## config.mk

```make
export PLATFORM = sky130hd
export DESIGN_NAME = video_timing_gen
export DESIGN_NICKNAME = d
export VERILOG_FILES = /design/src/rtl/video_timing_gen.sv
export SDC_FILE = /design/constraint.sdc
export NUM_CORES = 1
export LEC_CHECK = 0
export CAP_MARGIN = 40
export CORE_AREA = 2 2 195 101
export DETAILED_ROUTE_END_ITERATION = 10
export DIE_AREA = 0 0 197 103
export PLACE_DENSITY_LB_ADDON = 0.1
export SLEW_MARGIN = 40
export SYNTH_ARGS = -nofsm -noshare
export SYNTH_HDL_FRONTEND = slang
export SYNTH_SLANG_ARGS = --single-unit
```

## constraint.sdc

```tcl
create_clock -name pixel_clk -period 7.1 [get_ports pixel_clk]
set_clock_uncertainty 0.05 [all_clocks]
set_input_delay 1.42 -clock pixel_clk [delete_from_list [all_inputs] [get_ports pixel_clk]]
set_output_delay 1.42 -clock pixel_clk [all_outputs]
set_load 0.02 [all_outputs]
```

## src/rtl/video_timing_gen.sv

```systemverilog
// Parametrised raster timing generator: HS/VS/BLANK/RGB with pixel FIFO fetch and underflow tracking.
// Define VIDEO_TPG_EN to build in the 8-bar colour test pattern selected by tpg_sel.
module video_timing_gen #(
  parameter int unsigned HDISP      = 800,
  parameter int unsigned HFP        = 40,
  parameter int unsigned HPULSE     = 48,
  parameter int unsigned HBP        = 40,
  parameter int unsigned VDISP      = 480,
  parameter int unsigned VFP        = 13,
  parameter int unsigned VPULSE     = 3,
  parameter int unsigned VBP        = 29,
  parameter bit          HS_POL     = 1'b0,
  parameter bit          VS_POL     = 1'b0,
  parameter int unsigned FETCH_LEAD = 1
) (
  input  logic                     pixel_clk,
  input  logic                     pixel_rst_n,
  input  logic                     enable,
  output logic                     pix_req,
  input  logic [23:0]              pix_data,
  input  logic                     pix_valid,
  input  logic                     tpg_sel,
  input  logic                     clr_underflow,
  output logic                     HS,
  output logic                     VS,
  output logic                     BLANK,
  output logic [23:0]              RGB,
  output logic [$clog2(HDISP)-1:0] x,
  output logic [$clog2(VDISP)-1:0] y,
  output logic                     frame_start,
  output logic                     line_start,
  output logic                     underflow,
  output logic [15:0]              underflow_cnt
);

  localparam int unsigned HTOTAL = HFP + HPULSE + HBP + HDISP;
  localparam int unsigned VTOTAL = VFP + VPULSE + VBP + VDISP;
  localparam int unsigned HW     = $clog2(HTOTAL);
  localparam int unsigned VW     = $clog2(VTOTAL);
  localparam int unsigned XW     = $clog2(HDISP);
  localparam int unsigned YW     = $clog2(VDISP);
  localparam int unsigned HSTART = HFP + HPULSE + HBP;
  localparam int unsigned VSTART = VFP + VPULSE + VBP;
  localparam int unsigned CW     = 5 + XW + YW;
  localparam int unsigned FW     = 26;
  localparam int unsigned BAR_W  = (HDISP / 8 > 0) ? HDISP / 8 : 1;
  localparam int          FL     = int'(FETCH_LEAD);
  localparam logic [CW-1:0] CTL_IDLE = {!HS_POL, !VS_POL, {(CW-2){1'b0}}};

  typedef enum logic {IDLE, RUN} state_t;

  state_t          state_q, state_d;
  logic            run;
  logic [HW-1:0]   h;
  logic [VW-1:0]   v;
  logic            h_last, v_last, act;
  logic            hs_c, vs_c, fs_c, ls_c;
  logic [XW-1:0]   x_c;
  logic [YW-1:0]   y_c;
  logic            tpg_on_c;
  logic [23:0]     tpg_rgb_c;
  logic [CW-1:0]   ctl_q [FL+1];
  logic [FW-1:0]   fet_q [FL];
  logic [FW-1:0]   fet_c;

  // State register
  always_ff @(posedge pixel_clk or negedge pixel_rst_n) begin
    if (!pixel_rst_n) state_q <= IDLE;
    else              state_q <= state_d;
  end

  // Next state: stopping is only honoured on the last pixel of a frame
  always_comb begin
    state_d = state_q;
    unique case (state_q)
      IDLE: if (enable) state_d = RUN;
      RUN:  if (!enable && h_last && v_last) state_d = IDLE;
      default: state_d = IDLE;
    endcase
  end

  always_comb begin
    run = 1'b0;
    if (state_q == RUN) run = 1'b1;
  end

  assign h_last = (h == HW'(HTOTAL - 1));
  assign v_last = (v == VW'(VTOTAL - 1));

  // Raster counters, held at the origin while idle
  always_ff @(posedge pixel_clk or negedge pixel_rst_n) begin
    if (!pixel_rst_n) begin
      h <= '0;
      v <= '0;
    end else if (!run) begin
      h <= '0;
      v <= '0;
    end else if (h_last) begin
      h <= '0;
      v <= v_last ? '0 : v + VW'(1);
    end else begin
      h <= h + HW'(1);
    end
  end

  always_comb begin
    act  = run && (h >= HW'(HSTART)) && (v >= VW'(VSTART));
    hs_c = (run && h >= HW'(HFP) && h < HW'(HFP + HPULSE)) ? HS_POL : !HS_POL;
    vs_c = (run && v >= VW'(VFP) && v < VW'(VFP + VPULSE)) ? VS_POL : !VS_POL;
    fs_c = run && (h == '0) && (v == '0);
    ls_c = run && (h == '0);
    x_c  = act ? XW'(h - HW'(HSTART)) : '0;
    y_c  = act ? YW'(v - VW'(VSTART)) : '0;
  end

`ifdef VIDEO_TPG_EN
  logic          tpg_frame_q;
  logic [XW-1:0] bar_c;

  // Pattern choice is latched once per frame at the origin
  always_comb tpg_on_c = fs_c ? tpg_sel : tpg_frame_q;

  always_ff @(posedge pixel_clk or negedge pixel_rst_n) begin
    if (!pixel_rst_n) tpg_frame_q <= 1'b0;
    else              tpg_frame_q <= tpg_on_c;
  end

  always_comb begin
    bar_c = x_c / XW'(BAR_W);
    case (bar_c)
      XW'(0):  tpg_rgb_c = 24'hFFFFFF;
      XW'(1):  tpg_rgb_c = 24'hFFFF00;
      XW'(2):  tpg_rgb_c = 24'h00FFFF;
      XW'(3):  tpg_rgb_c = 24'h00FF00;
      XW'(4):  tpg_rgb_c = 24'hFF00FF;
      XW'(5):  tpg_rgb_c = 24'hFF0000;
      XW'(6):  tpg_rgb_c = 24'h0000FF;
      default: tpg_rgb_c = 24'h000000;
    endcase
  end
`else
  logic unused_tpg_sel;
  assign unused_tpg_sel = tpg_sel;
  assign tpg_on_c       = 1'b0;
  assign tpg_rgb_c      = '0;
`endif

  assign pix_req = act && !tpg_on_c;
  assign fet_c   = {act && tpg_on_c, pix_req && pix_valid, tpg_rgb_c};

  // Delay lines: control aligned to RGB, fetch info aligned to returning pix_data
  always_ff @(posedge pixel_clk or negedge pixel_rst_n) begin
    if (!pixel_rst_n) begin
      for (int i = 0; i <= FL; i++) ctl_q[i] <= CTL_IDLE;
      for (int i = 0; i < FL; i++)  fet_q[i] <= '0;
      RGB <= '0;
    end else begin
      ctl_q[0] <= {hs_c, vs_c, act, fs_c, ls_c, x_c, y_c};
      for (int i = 1; i <= FL; i++) ctl_q[i] <= ctl_q[i-1];
      fet_q[0] <= fet_c;
      for (int i = 1; i < FL; i++)  fet_q[i] <= fet_q[i-1];
      RGB <= fet_q[FL-1][25] ? fet_q[FL-1][23:0] :
             (fet_q[FL-1][24] ? pix_data : 24'h000000);
    end
  end

  assign {HS, VS, BLANK, frame_start, line_start, x, y} = ctl_q[FL];

  // Sticky underflow flag and saturating count; clear beats a same-cycle event
  always_ff @(posedge pixel_clk or negedge pixel_rst_n) begin
    if (!pixel_rst_n) begin
      underflow     <= 1'b0;
      underflow_cnt <= '0;
    end else if (clr_underflow) begin
      underflow     <= 1'b0;
      underflow_cnt <= '0;
    end else if (pix_req && !pix_valid) begin
      underflow <= 1'b1;
      if (underflow_cnt != 16'hFFFF) underflow_cnt <= underflow_cnt + 16'd1;
    end
  end

endmodule

```

==> results.toml <==
[setup_path]
reg2reg_depth = 6
startpoint_type = "register"
crit_type = "register to output port"
r2r_end = "underflow_cnt[13]$_DFFE_PN0P_"
r2r_start = "h[5]$_DFF_PN0_"
required_ps = 5630
crit_arrival_ps = 2970
worstPathMaxFanout = 24
reg2reg_setup_slack_ps = 4440
cp-end-kind = "output port"

[cts]
cts_inserted_buffers = 9
ctsLongestPathBuffers = 2
cts_root_buffer = "clkbuf_16"
clock_sinks = 111
holdBufCountCts = 0
post_cts_resized = 0
clk_pin_slew_ps = 70
post-cts-setup-buffers = 0
clock_latency_ps = 350
htreeDepth = 3
cts_tree = "done"

[worst_hold_path]
whs_path_depth = 0
holdPathEnd = "x[7]$_DFF_PN0_"
hold_path.startpoint = "ctl_q[40]$_DFF_PN0_"
hp-class = "register to register"

[global_routing]
grt_max_degree = 78
grt_first_pass_wirelength_um = 17400
grt_usage_pct = 11.2
first_global_vias = 3200
gr-total-overflow = 0
antenna_found_initial = 0

[synthesis]
synthTopCellsByArea = "dfrtp_1 (58%), and2_1 (3.9%), nor2_1 (3.7%)"
synth_compound_area_share_pct = 6.09
synthXorXnorAreaFrac_pct = 2.85
synthSimpleGateAreaFrac_pct = 20.2
synth_edf_count = 0
synth_ff_type = "dfrtp_1"
synth_top_family_by_area = "simple AND/OR/NAND/NOR gates"
syn-num-nets = 454
yosysWarningCount = 0
synthArstFlopShare_pct = 100
netlist_area_mm2 = 0.00461
synth_cell_types = 44
netlist_instances = 414
avgSynthCellArea_um2 = 11.1
synth_fa_ha_area_share_pct = 2.72
netlist.top_cell.by_area = "dfrtp_1"
ys_seq_area_share_pct = 60.4
muxShareOfSynthArea_pct = 1.90
post-synth-top-area-fraction_pct = 58.1
ys_ff_latch = 111

[sta]
hold_viol = 0
worst_pin_slew_ps = 696
timing.final.crit_share_pct = 62.6
min_period_ps = 4440
max_freq_mhz = 225
rsz0062_at_grt = "false"
setup_violations = 0
max_slew_margin_pct = 53.6
slew_violations = 0
fin_ws_ps = 2660
timing.hold.ws_ps = 297
fin_setup_tns_ps = 0

[routing]
via_per_inst = 4.31
drt_wl_total_um = 10900
drt_first_iter_violations = 103
dr.pass1.iters = 4
drt-wirelength-per-cell_um = 14.7
num_vias = 3173
drc = 0
ant_nets = 0

[power]
p_leak_nw = 2.63
ir_drop_v = 0.0000941
p_total_mw = 1.18
powerDensity_mw_per_mm2 = 197

[floorplanning]
coreArea_mm2 = 0.0188
die_h_um = 103
die_area_mm2 = 0.0203
boundaryPins = 96
start_util_pct = 24.5
die_x_um = 197
rows = 36

[layout]
syn_to_final_growth_pct = 29.4
fin_cells = 736
mostFrequentLayoutCells = "dfrtp_1 (107), clkdlybuf4s50_1 (92), nor2_1 (45), and2_1 (29), nand2_1 (22)"
nets = 524
layout_commonest_cell = "dfrtp_1"
antenna_cells = 0
drive_gt1_share_pct = 6.95

[placement]
gp_congestion = 0.781
dp_slack_ps = 2980
placedCellCount = 720
port_buffers = 94
dp_hpwl_um = 7630

[flow_run]
maxCapViolations = 0

[outcome]
status = "finished clean"
area by class of cell:
| class | count | area, um2 |
|---|---|---|
| clock inverter | 5 | 57.6 |
| inverter | 15 | 56.3 |
| clock buffer | 11 | 243 |
| multi-input combinational | 252 | 1570 |
| tap | 247 | 309 |
| sequential | 111 | 2780 |
| timing repair buffer | 95 | 945 |
| fill | 1920 | 12900 |
cell families (layout without fill, tap and decap cells):
| family | after synthesis | after routing |
|---|---|---|
| mux | 8 | 8 |
| simple gates | 174 | 174 |
| xor+xnor | 15 | 15 |
| flops | 111 | 111 |
| fa+ha+maj | 10 | 10 |
| buf+inv | 51 | 126 |
| compound gates | 45 | 45 |
metal layers:
metal | global-route usage, % | vias up | part of all wire [%]
met2 | 15.3 | 74 | 40
met1 | 16.9 | 1581 | 54
met4 | 3.53 | 0 | 0.86
li1 | - | 1510 | -
met5 | 0 | - | 0
met3 | 2.94 | 8 | 5.2
cells in the mapped netlist (2+ instances only):
master	n
nor2b_1	8
nor2_1	45
nand2b_1	4
nand4_1	8
nor3_1	8
mux2i_1	2
ha_1	10
o31ai_1	7
nand3_1	13
xor2_1	6
or3_1	4
nor4b_1	2
nand3b_1	2
mux2_2	6
and3_1	10
nand2_1	23
or4_1	9
buf_4	19
inv_1	15
nor3b_1	2
dfstp_2	4
and2_1	29
a31oi_1	3
xnor2_1	9
o21bai_1	3
o21ai_0	15
dfrtp_1	107
a21oi_1	10
clkbuf_1	16
worst max-delay path by stage:
stage | slack (ps) | start | cells after the start | to
floorplan | 4100 | h[5]$_DFF_PN0_ | 5 | pix_req
finish | 2660 | v[0]$_DFFE_PN0P_ | 8 | pix_req
CTS | 2590 | v[0]$_DFFE_PN0P_ | 8 | pix_req
global placement | 2670 | v[0]$_DFFE_PN0P_ | 8 | pix_req
global route | 2370 | v[0]$_DFFE_PN0P_ | 8 | pix_req
detailed placement | 2980 | v[0]$_DFFE_PN0P_ | 8 | pix_req
through the flow:
stage	util [%]	instance area [um2]
2_1_floorplan	-	4610
3_3_place_gp	30.0	5650
3_5_place_dp	30.1	5660
4_1_cts	31.7	5960
5_1_grt	31.7	5960
6_report	31.7	5960
state kept, by name, indices dropped and copies added (netlist names), 9 cells and up:
name	count
h	10
x	10
ctl_q	24
RGB	24
underflow_cnt	16
v	10
y	9
critical path, cell delays in order, from the launching register on:
cell,delay (ps)
dfrtp_1,480
inv_1,130
ha_1,200
nor2b_1,190
o21bai_1,80
a211o_1,360
nand2_2,400
inv_1,200
clkdlybuf4s50_1,580
report_power, final:
group / switching [mW] / leakage [nW] / internal, mW
clock network: 0.230 / 0.138 / 0.283
logic: 0.0168 / 0.978 / 0.0143
registers: 0.00000000000000000526 / 1.52 / 0.632
Power figures use the tool's default switching activity.
